[src/rtl/st_channel_adapter_pipe.sv]
// Avalon-ST channel adapter: rebases and narrows the channel, discards out-of-range
// packets whole, counts drops, and registers all outputs behind a two-entry skid buffer.
module st_channel_adapter_pipe #(
  parameter int DATA_W      = 8,
  parameter int IN_CHAN_W   = 8,
  parameter int OUT_CHAN_W  = 2,
  parameter int MAX_CHAN    = 3,
  parameter int CHAN_OFFSET = 0,
  parameter int CNT_W       = 16
) (
  input  logic                  clk,
  input  logic                  reset_n,
  output logic                  in_ready,
  input  logic                  in_valid,
  input  logic [DATA_W-1:0]     in_data,
  input  logic [IN_CHAN_W-1:0]  in_channel,
  input  logic                  in_startofpacket,
  input  logic                  in_endofpacket,
  input  logic                  out_ready,
  output logic                  out_valid,
  output logic [DATA_W-1:0]     out_data,
  output logic [OUT_CHAN_W-1:0] out_channel,
  output logic                  out_startofpacket,
  output logic                  out_endofpacket,
  input  logic                  drop_clear,
  output logic [CNT_W-1:0]      drop_count
);

  localparam int BW = DATA_W + OUT_CHAN_W + 2;
  localparam logic [IN_CHAN_W-1:0] OFFSET_C = IN_CHAN_W'(CHAN_OFFSET);
  localparam logic [IN_CHAN_W-1:0] MAX_C    = IN_CHAN_W'(MAX_CHAN);

  typedef enum logic [1:0] {S_IDLE, S_FWD, S_DROP} state_t;

  state_t           state_q, state_d;
  logic             in_ready_q;
  logic             main_valid_q, main_valid_d;
  logic [BW-1:0]    main_q, main_d;
  logic             skid_valid_q, skid_valid_d;
  logic [BW-1:0]    skid_q, skid_d;
  logic [CNT_W-1:0] cnt_q, cnt_d;

  logic [IN_CHAN_W:0]   diff;
  logic [IN_CHAN_W-1:0] rel;
  logic                 in_range;
  logic                 accept;
  logic                 fwd;
  logic                 drop_inc;
  logic                 main_free;
  logic [BW-1:0]        in_beat;

  // The extra MSB of the subtraction is the borrow, flagging channels below the offset.
  assign diff     = {1'b0, in_channel} - {1'b0, OFFSET_C};
  assign rel      = diff[IN_CHAN_W-1:0];
  assign in_range = ~diff[IN_CHAN_W] & (rel <= MAX_C);
  assign accept   = in_valid & in_ready_q;
  assign in_beat  = {in_startofpacket, in_endofpacket, rel[OUT_CHAN_W-1:0], in_data};

  always_comb begin
    state_d  = state_q;
    fwd      = 1'b0;
    drop_inc = 1'b0;
    if (accept) begin
      case (state_q)
        S_IDLE: begin
          fwd = in_range;
          if (in_startofpacket) begin
            if (in_range) begin
              if (!in_endofpacket) state_d = S_FWD;
            end else begin
              drop_inc = 1'b1;
              if (!in_endofpacket) state_d = S_DROP;
            end
          end
        end
        S_FWD: begin
          fwd = 1'b1;
          if (in_endofpacket) state_d = S_IDLE;
        end
        S_DROP: begin
          if (in_endofpacket) state_d = S_IDLE;
        end
        default: state_d = S_IDLE;
      endcase
    end
  end

  // A beat is only accepted while the skid is empty, so the skid never refills while unloading.
  always_comb begin
    main_d       = main_q;
    main_valid_d = main_valid_q;
    skid_d       = skid_q;
    skid_valid_d = skid_valid_q;
    main_free    = ~main_valid_q | out_ready;
    if (main_free) begin
      if (skid_valid_q) begin
        main_d       = skid_q;
        main_valid_d = 1'b1;
        skid_valid_d = 1'b0;
      end else begin
        main_valid_d = fwd;
        if (fwd) main_d = in_beat;
      end
    end else if (fwd) begin
      skid_d       = in_beat;
      skid_valid_d = 1'b1;
    end
  end

  always_comb begin
    cnt_d = cnt_q;
    if (drop_clear) begin
      cnt_d = drop_inc ? CNT_W'(1) : '0;
    end else if (drop_inc && (cnt_q != {CNT_W{1'b1}})) begin
      cnt_d = cnt_q + CNT_W'(1);
    end
  end

  always_ff @(posedge clk) begin
    if (!reset_n) begin
      state_q      <= S_IDLE;
      in_ready_q   <= 1'b0;
      main_valid_q <= 1'b0;
      main_q       <= '0;
      skid_valid_q <= 1'b0;
      skid_q       <= '0;
      cnt_q        <= '0;
    end else begin
      state_q      <= state_d;
      in_ready_q   <= ~skid_valid_d;
      main_valid_q <= main_valid_d;
      main_q       <= main_d;
      skid_valid_q <= skid_valid_d;
      skid_q       <= skid_d;
      cnt_q        <= cnt_d;
    end
  end

  assign in_ready   = in_ready_q;
  assign out_valid  = main_valid_q;
  assign {out_startofpacket, out_endofpacket, out_channel, out_data} = main_q;
  assign drop_count = cnt_q;

endmodule
[config.mk]
export PLATFORM = sky130hd
export DESIGN_NAME = st_channel_adapter_pipe
export DESIGN_NICKNAME = d
export VERILOG_FILES = /design/src/rtl/st_channel_adapter_pipe.sv
export SDC_FILE = /design/constraint.sdc
export NUM_CORES = 1
export LEC_CHECK = 0
export CORE_MARGIN = 2
export CORE_UTILIZATION = 45
export DETAILED_ROUTE_END_ITERATION = 8
export PLACE_DENSITY_LB_ADDON = 0.12
export RECOVER_POWER = 50
export SLEW_MARGIN = 15
export SYNTH_ARGS = -nofsm -noshare
export SYNTH_HDL_FRONTEND = slang
export SYNTH_SLANG_ARGS = --single-unit
export TNS_END_PERCENT = 20
[constraint.sdc]
create_clock -name clk -period 1.7 [get_ports clk]
set_input_delay 0.34 -clock clk [delete_from_list [all_inputs] [get_ports clk]]
set_output_delay 0.34 -clock clk [all_outputs]
set_load 0.02 [all_outputs]
== After elaboration in Yosys (flattened, before gate mapping) ==
Index checks and enable logic that the tools add are counted.
Storage, ports and cells
  flip-flop bits (word level): 45
  input bits: 23
  output and inout port bits: 30
  word-level logic and storage cells: 48
Operators by class
  $add $sub $neg: 1
  order comparisons: 1
  equality and inequality tests: 6
  mux-type cells: 20
  bitwise logic cells: 5
  reductions and logical operators: 8
Operator list (number)
  $mux 16: 2
  $mux 12: 2
  $add 16x1->16 const B: 1
  $ne 16x16->1 const B: 1
  $mux 2: 5
  $mux 1: 9
  $le 8x2->1 const B: 1
  $ne 2x2->1 const B: 2
  $pmux 2 s2: 1
  $reduce_and 2->1: 2
  $reduce_and 4->1: 1
  $reduce_bool 2->1: 2
  $not 1->1: 3
  $eq 2x1->1 const B: 1
  $eq 2x2->1 const B: 1
  $logic_not 2->1: 1
  $ne 2x1->1 const B: 1
  $pmux 1 s2: 1
  $reduce_or 2->1: 1
  $and 1x1->1: 1
  $logic_and 1x1->1: 1
  $or 1x1->1: 1

== Logic depth before layout (Yosys ltp) ==
  word-level depth: 8
  mapped depth: 8
  gate-level depth less buffers: 6

== Worst setup path before layout ==
OpenSTA, ideal clock, no wires.
  path type: flip-flop to flip-flop
  start point: register cnt_q[0], in the netlist drop_count[0]
  end point: register cnt_q[0], in the netlist drop_count[0]
  setup time: 122 ps
  data arrival time: 1589 ps
  data required time: 1578 ps
  slack: -10 ps
  cell stages (with the launch flop): 7
  buffers on the path: 1
  period minus slack after synthesis: 1710 ps
  path through: dfxtp_1 -> ha_1 -> nand3_1 -> nor4_4 -> buf_6 -> nor3_1 -> o311a_1
On the way
  cells in the longest elaborated chain, start to end: 3
  elaborated cells between the ends (all ways): 6
  classes of those cells: 1 x add/sub; 1 x eq/ne; 2 x mux; 2 x reduce/logical
Ends and longest elaborated chain
  from (decl): RTL line 41  | logic [CNT_W-1:0] cnt_q, cnt_d;
  from (signal assigned): RTL line 135  | cnt_q <= cnt_d;
  $add 16x1->16 / $ne 16x16->1 (equally long branches): RTL line 115, 114
  $mux 16 / $logic_and 1x1->1 (equally long branches): RTL line 114  | end else if (drop_inc && (cnt_q != {CNT_W{1'b1}})) begin
  $mux 16 / $reduce_bool 2->1 (equally long branches)
Several ways; a longest one is shown, not always the timed one. The select of a mux whose other input is x is not followed.
A chain may end at the register's enable or synchronous reset.

== Worst setup path in the final report ==
  start point: input port in_valid
  end point: register cnt_q[11], in the netlist drop_count[11]
On the way
  cells in the longest elaborated chain, start to end: 4
Ends and longest elaborated chain
  from (decl): RTL line 14  | input logic in_valid,
  $and 1x1->1: RTL line 56  | assign accept = in_valid & in_ready_q;
  $mux 1: RTL line 63  | if (accept) begin
  $logic_and 1x1->1: RTL line 114
  $reduce_bool 2->1 (no line)
Every way passes these cells.

==> flow_metrics.py <==
metrics = {
    "global_routing": {
        "grtUsageTotal": 0.198,
        "grt_first_pass_wirelength_mm": 8.72,
        "antenna_found_initial": 0,
        "grt_pass1_vias": 1886,
        "grt_start_max_net_pins": 43,
        "grt_overflow_total": 0,
    },
    "synthesis": {
        "ys_ff_latch": 45,
        "synth_top_area_frac": 0.388,
        "yosys.area.top_type": "dfxtp_1",
        "yosysSeqAreaShare": 0.388,
        "yosysMostFrequentCell": "nand2_1",
        "synth.area.top_cells": "dfxtp_1 39%, mux2i_1 12%, nand2_1 8.1%",
        "async_reset_ff_frac": 0,
        "synth_cells": 251,
        "ys.flop_type": "dfxtp_1",
        "yosysWarningCount": 0,
        "synth_cell_types": 46,
        "avgSynthCellArea_um2": 9.24,
        "ys_top_cells_by_count": "50 x nand2_1, 45 x dfxtp_1, 28 x mux2i_1, 12 x o221a_2, 10 x a21oi_1",
        "synth-edff-count": 0,
        "synth.cell_area_um2": 2320,
        "synth_nets": 277,
    },
    "setup_path": {
        "arrival_ns": 1.94,
        "worstPathRequired_ns": 1.93,
        "start_kind": "input port",
        "critical_path_class": "in2reg",
        "path_cells": "clkdlybuf4s50_1, nand4_1, a21o_1, buf_12, or4_4, a21oi_2",
        "slowest_stage": "or4_4",
        "critPathCaptureType": "flip-flop",
        "cpPeakStageDelay_ns": 0.51,
        "worstPathMaxFanout": 18,
        "crit_buf_inv": 2,
        "cp_top_family": "buffers and inverters",
    },
    "cells_and_area": {
        "syn2layout_area_growth_pct": 40.7,
        "instances_no_fill": 405,
        "diodes": 0,
        "drive_gt1_frac": 0.227,
        "fin_nets": 360,
    },
    "detailed_routing": {
        "num_vias": 2158,
        "drc": 0,
        "ant_nets": 0,
        "viasPerCell": 5.33,
        "wirelength_mm": 5.39,
        "wl_per_cell_um": 13.3,
        "drt_iter0_markers": 109,
        "drt_pre_antenna_iters": 4,
    },
    "timing": {
        "post-route-period-util": 1.00,
        "setup_ws_ns": -0.00661,
        "holdWs_ns": 0.463,
        "setup_viol": 1,
        "finClkSkew_ns": 0.00340,
        "rsz0062_at_grt": "yes",
        "slew_headroom": 0.658,
        "fmax_mhz": 586,
        "maxSlewViolCount": 0,
        "fin_crit_ns": 1.71,
        "worstMarginPinSlew_ns": 0.508,
        "hold_viol_final": 0,
    },
    "cts": {
        "cts.hold.buffers_added": 0,
        "cts_htree_levels": 2,
        "ctsRootBufferMaster": "clkbuf_8",
        "clock_latency_ns": 0.30,
        "ctsLongestPathBuffers": 2,
        "clk_pin_slew_ns": 0.08,
        "cts_buffers": 5,
        "cts.sinks": 45,
        "cts_tree": "built",
    },
    "pwr": {
        "p_per_area_nw_per_um2": 582,
        "ir_drop_v": 0.000487,
        "p_leak_nw": 1.27,
    },
    "floorplan": {
        "core-area_um2": 5040,
        "start_util": 0.460,
        "row_count": 26,
        "dieArea_um2": 5740,
        "io_pins": 53,
        "die_h_um": 75.8,
        "die-width_um": 75.8,
    },
    "run": {
        "maxCapViolCount": 0,
    },
    "placed_design": {
        "dp_hpwl_mm": 3.94,
        "port-buffer-count": 52,
        "gp_congestion": 0.863,
        "dp.cells": 394,
    },
    "worst_hold_path": {
        "hp-class": "reg2reg",
    },
    "run_status": {
        "violations": "negative setup slack",
        "status": "finished with violations",
    },
}
-- worst min-delay path, stage by stage (launching register included) --
cell,delay (ns)
dfxtp_1,0.32
nand2_1,0.05
mux2i_1,0.05
-- layer usage --
| metal | up-vias | GRT usage | share of wire |
|---|---|---|---|
| met4 | 0 | 0.0565 | 0.016 |
| li1 | 1104 | - | - |
| met2 | 48 | 0.327 | 0.50 |
| met3 | 8 | 0.0437 | 0.042 |
| met5 | - | 0 | 0 |
| met1 | 998 | 0.260 | 0.45 |
-- kinds of logic (layout without fill, tap and decap cells) --
kind of cell / after synthesis / count (layout) / share of synthesized area
DFF: 45 / 45 / 0.388
buffers and inverters: 23 / 107 / 0.0518
muxes: 28 / 28 / 0.121
AOI/OAI and AO/OA: 51 / 51 / 0.179
adders and majority gates: 3 / 3 / 0.0162
and+or+nand+nor: 101 / 101 / 0.244
-- metrics by stage --
stage / cell area [µm²] / TNS, ns / power, W / utilization / setup slack [ns]
floorplan: 2320 / 0 / 0.00117 / - / 0.0123
global placement: 3140 / -12.51 / 0.00127 / 0.623 / -0.359
detailed placement: 3140 / -13.61 / 0.00127 / 0.623 / -0.387
CTS: 3230 / -0.00680 / 0.00192 / 0.641 / -0.00664
global route: 3260 / -0.611 / 0.00199 / 0.647 / -0.0645
finish: 3260 / -0.00661 / 0.00190 / 0.647 / -0.00661
-- what timing repair did --
item / in CTS / in global routing
gates resized for setup: 22 / 16
pin swaps: 4 / 12
buffers inserted: 1 / 2
endpoints found under the hold margin: 0 / 0
setup endpoints to repair: 45 / 41
-- report_power, final --
group          internal [W]  switching [W]  total (W)
logic              0.000101      0.0000840   0.000185
registers           0.00106     0.00000453    0.00106
clock network      0.000284       0.000368   0.000652
total               0.00144       0.000457    0.00190
-- path summary, 6_finish.rpt --
path                            slack, ns  cells after the start              to        from
worst max register to register          0                      7  drop_count[11]  state_q[1]
worst max-delay path               -0.007                      6  drop_count[11]    in_valid
worst min-delay path                 0.46                      2      skid_q[10]  skid_q[10]
worst min register to register       0.46                      2      skid_q[10]  skid_q[10]
-- final cells by class --
type	count	area, µm²
Clock buffer	5	68.8
Clock inverter	3	17.5
Fill cell	457	1780
Inverter	6	22.5
Multi-Input combinational cell	183	1370
Sequential cell	45	905
Tap cell	70	87.6
Timing Repair Buffer	93	797
-- cell usage in the layout, fill, tap and decap left out, types with 3 or more instances in the layout --
cell type and n:
nand2_1 50, dfxtp_1 42, clkdlybuf4s50_1 33, mux2i_1 28
buf_4 28, dlygate4sd2_1 16, o221a_2 12, clkbuf_1 11
nand2b_1 9, nand3_1 7, o31ai_1 7, a21oi_1 6
or4_1 6, clkbuf_8 5, inv_1 4, nand4_1 4
a21oi_2 4, and3_1 3, o211ai_1 3, dfxtp_2 3
-- registers in the layout (all words and copies together), names as in the netlist --
name,flops
skid_q,12
in_ready,1
out_valid,1
state_q,2
skid_valid_q,1
drop_count,16
main_q,12
(Power assumes the default switching activity.)
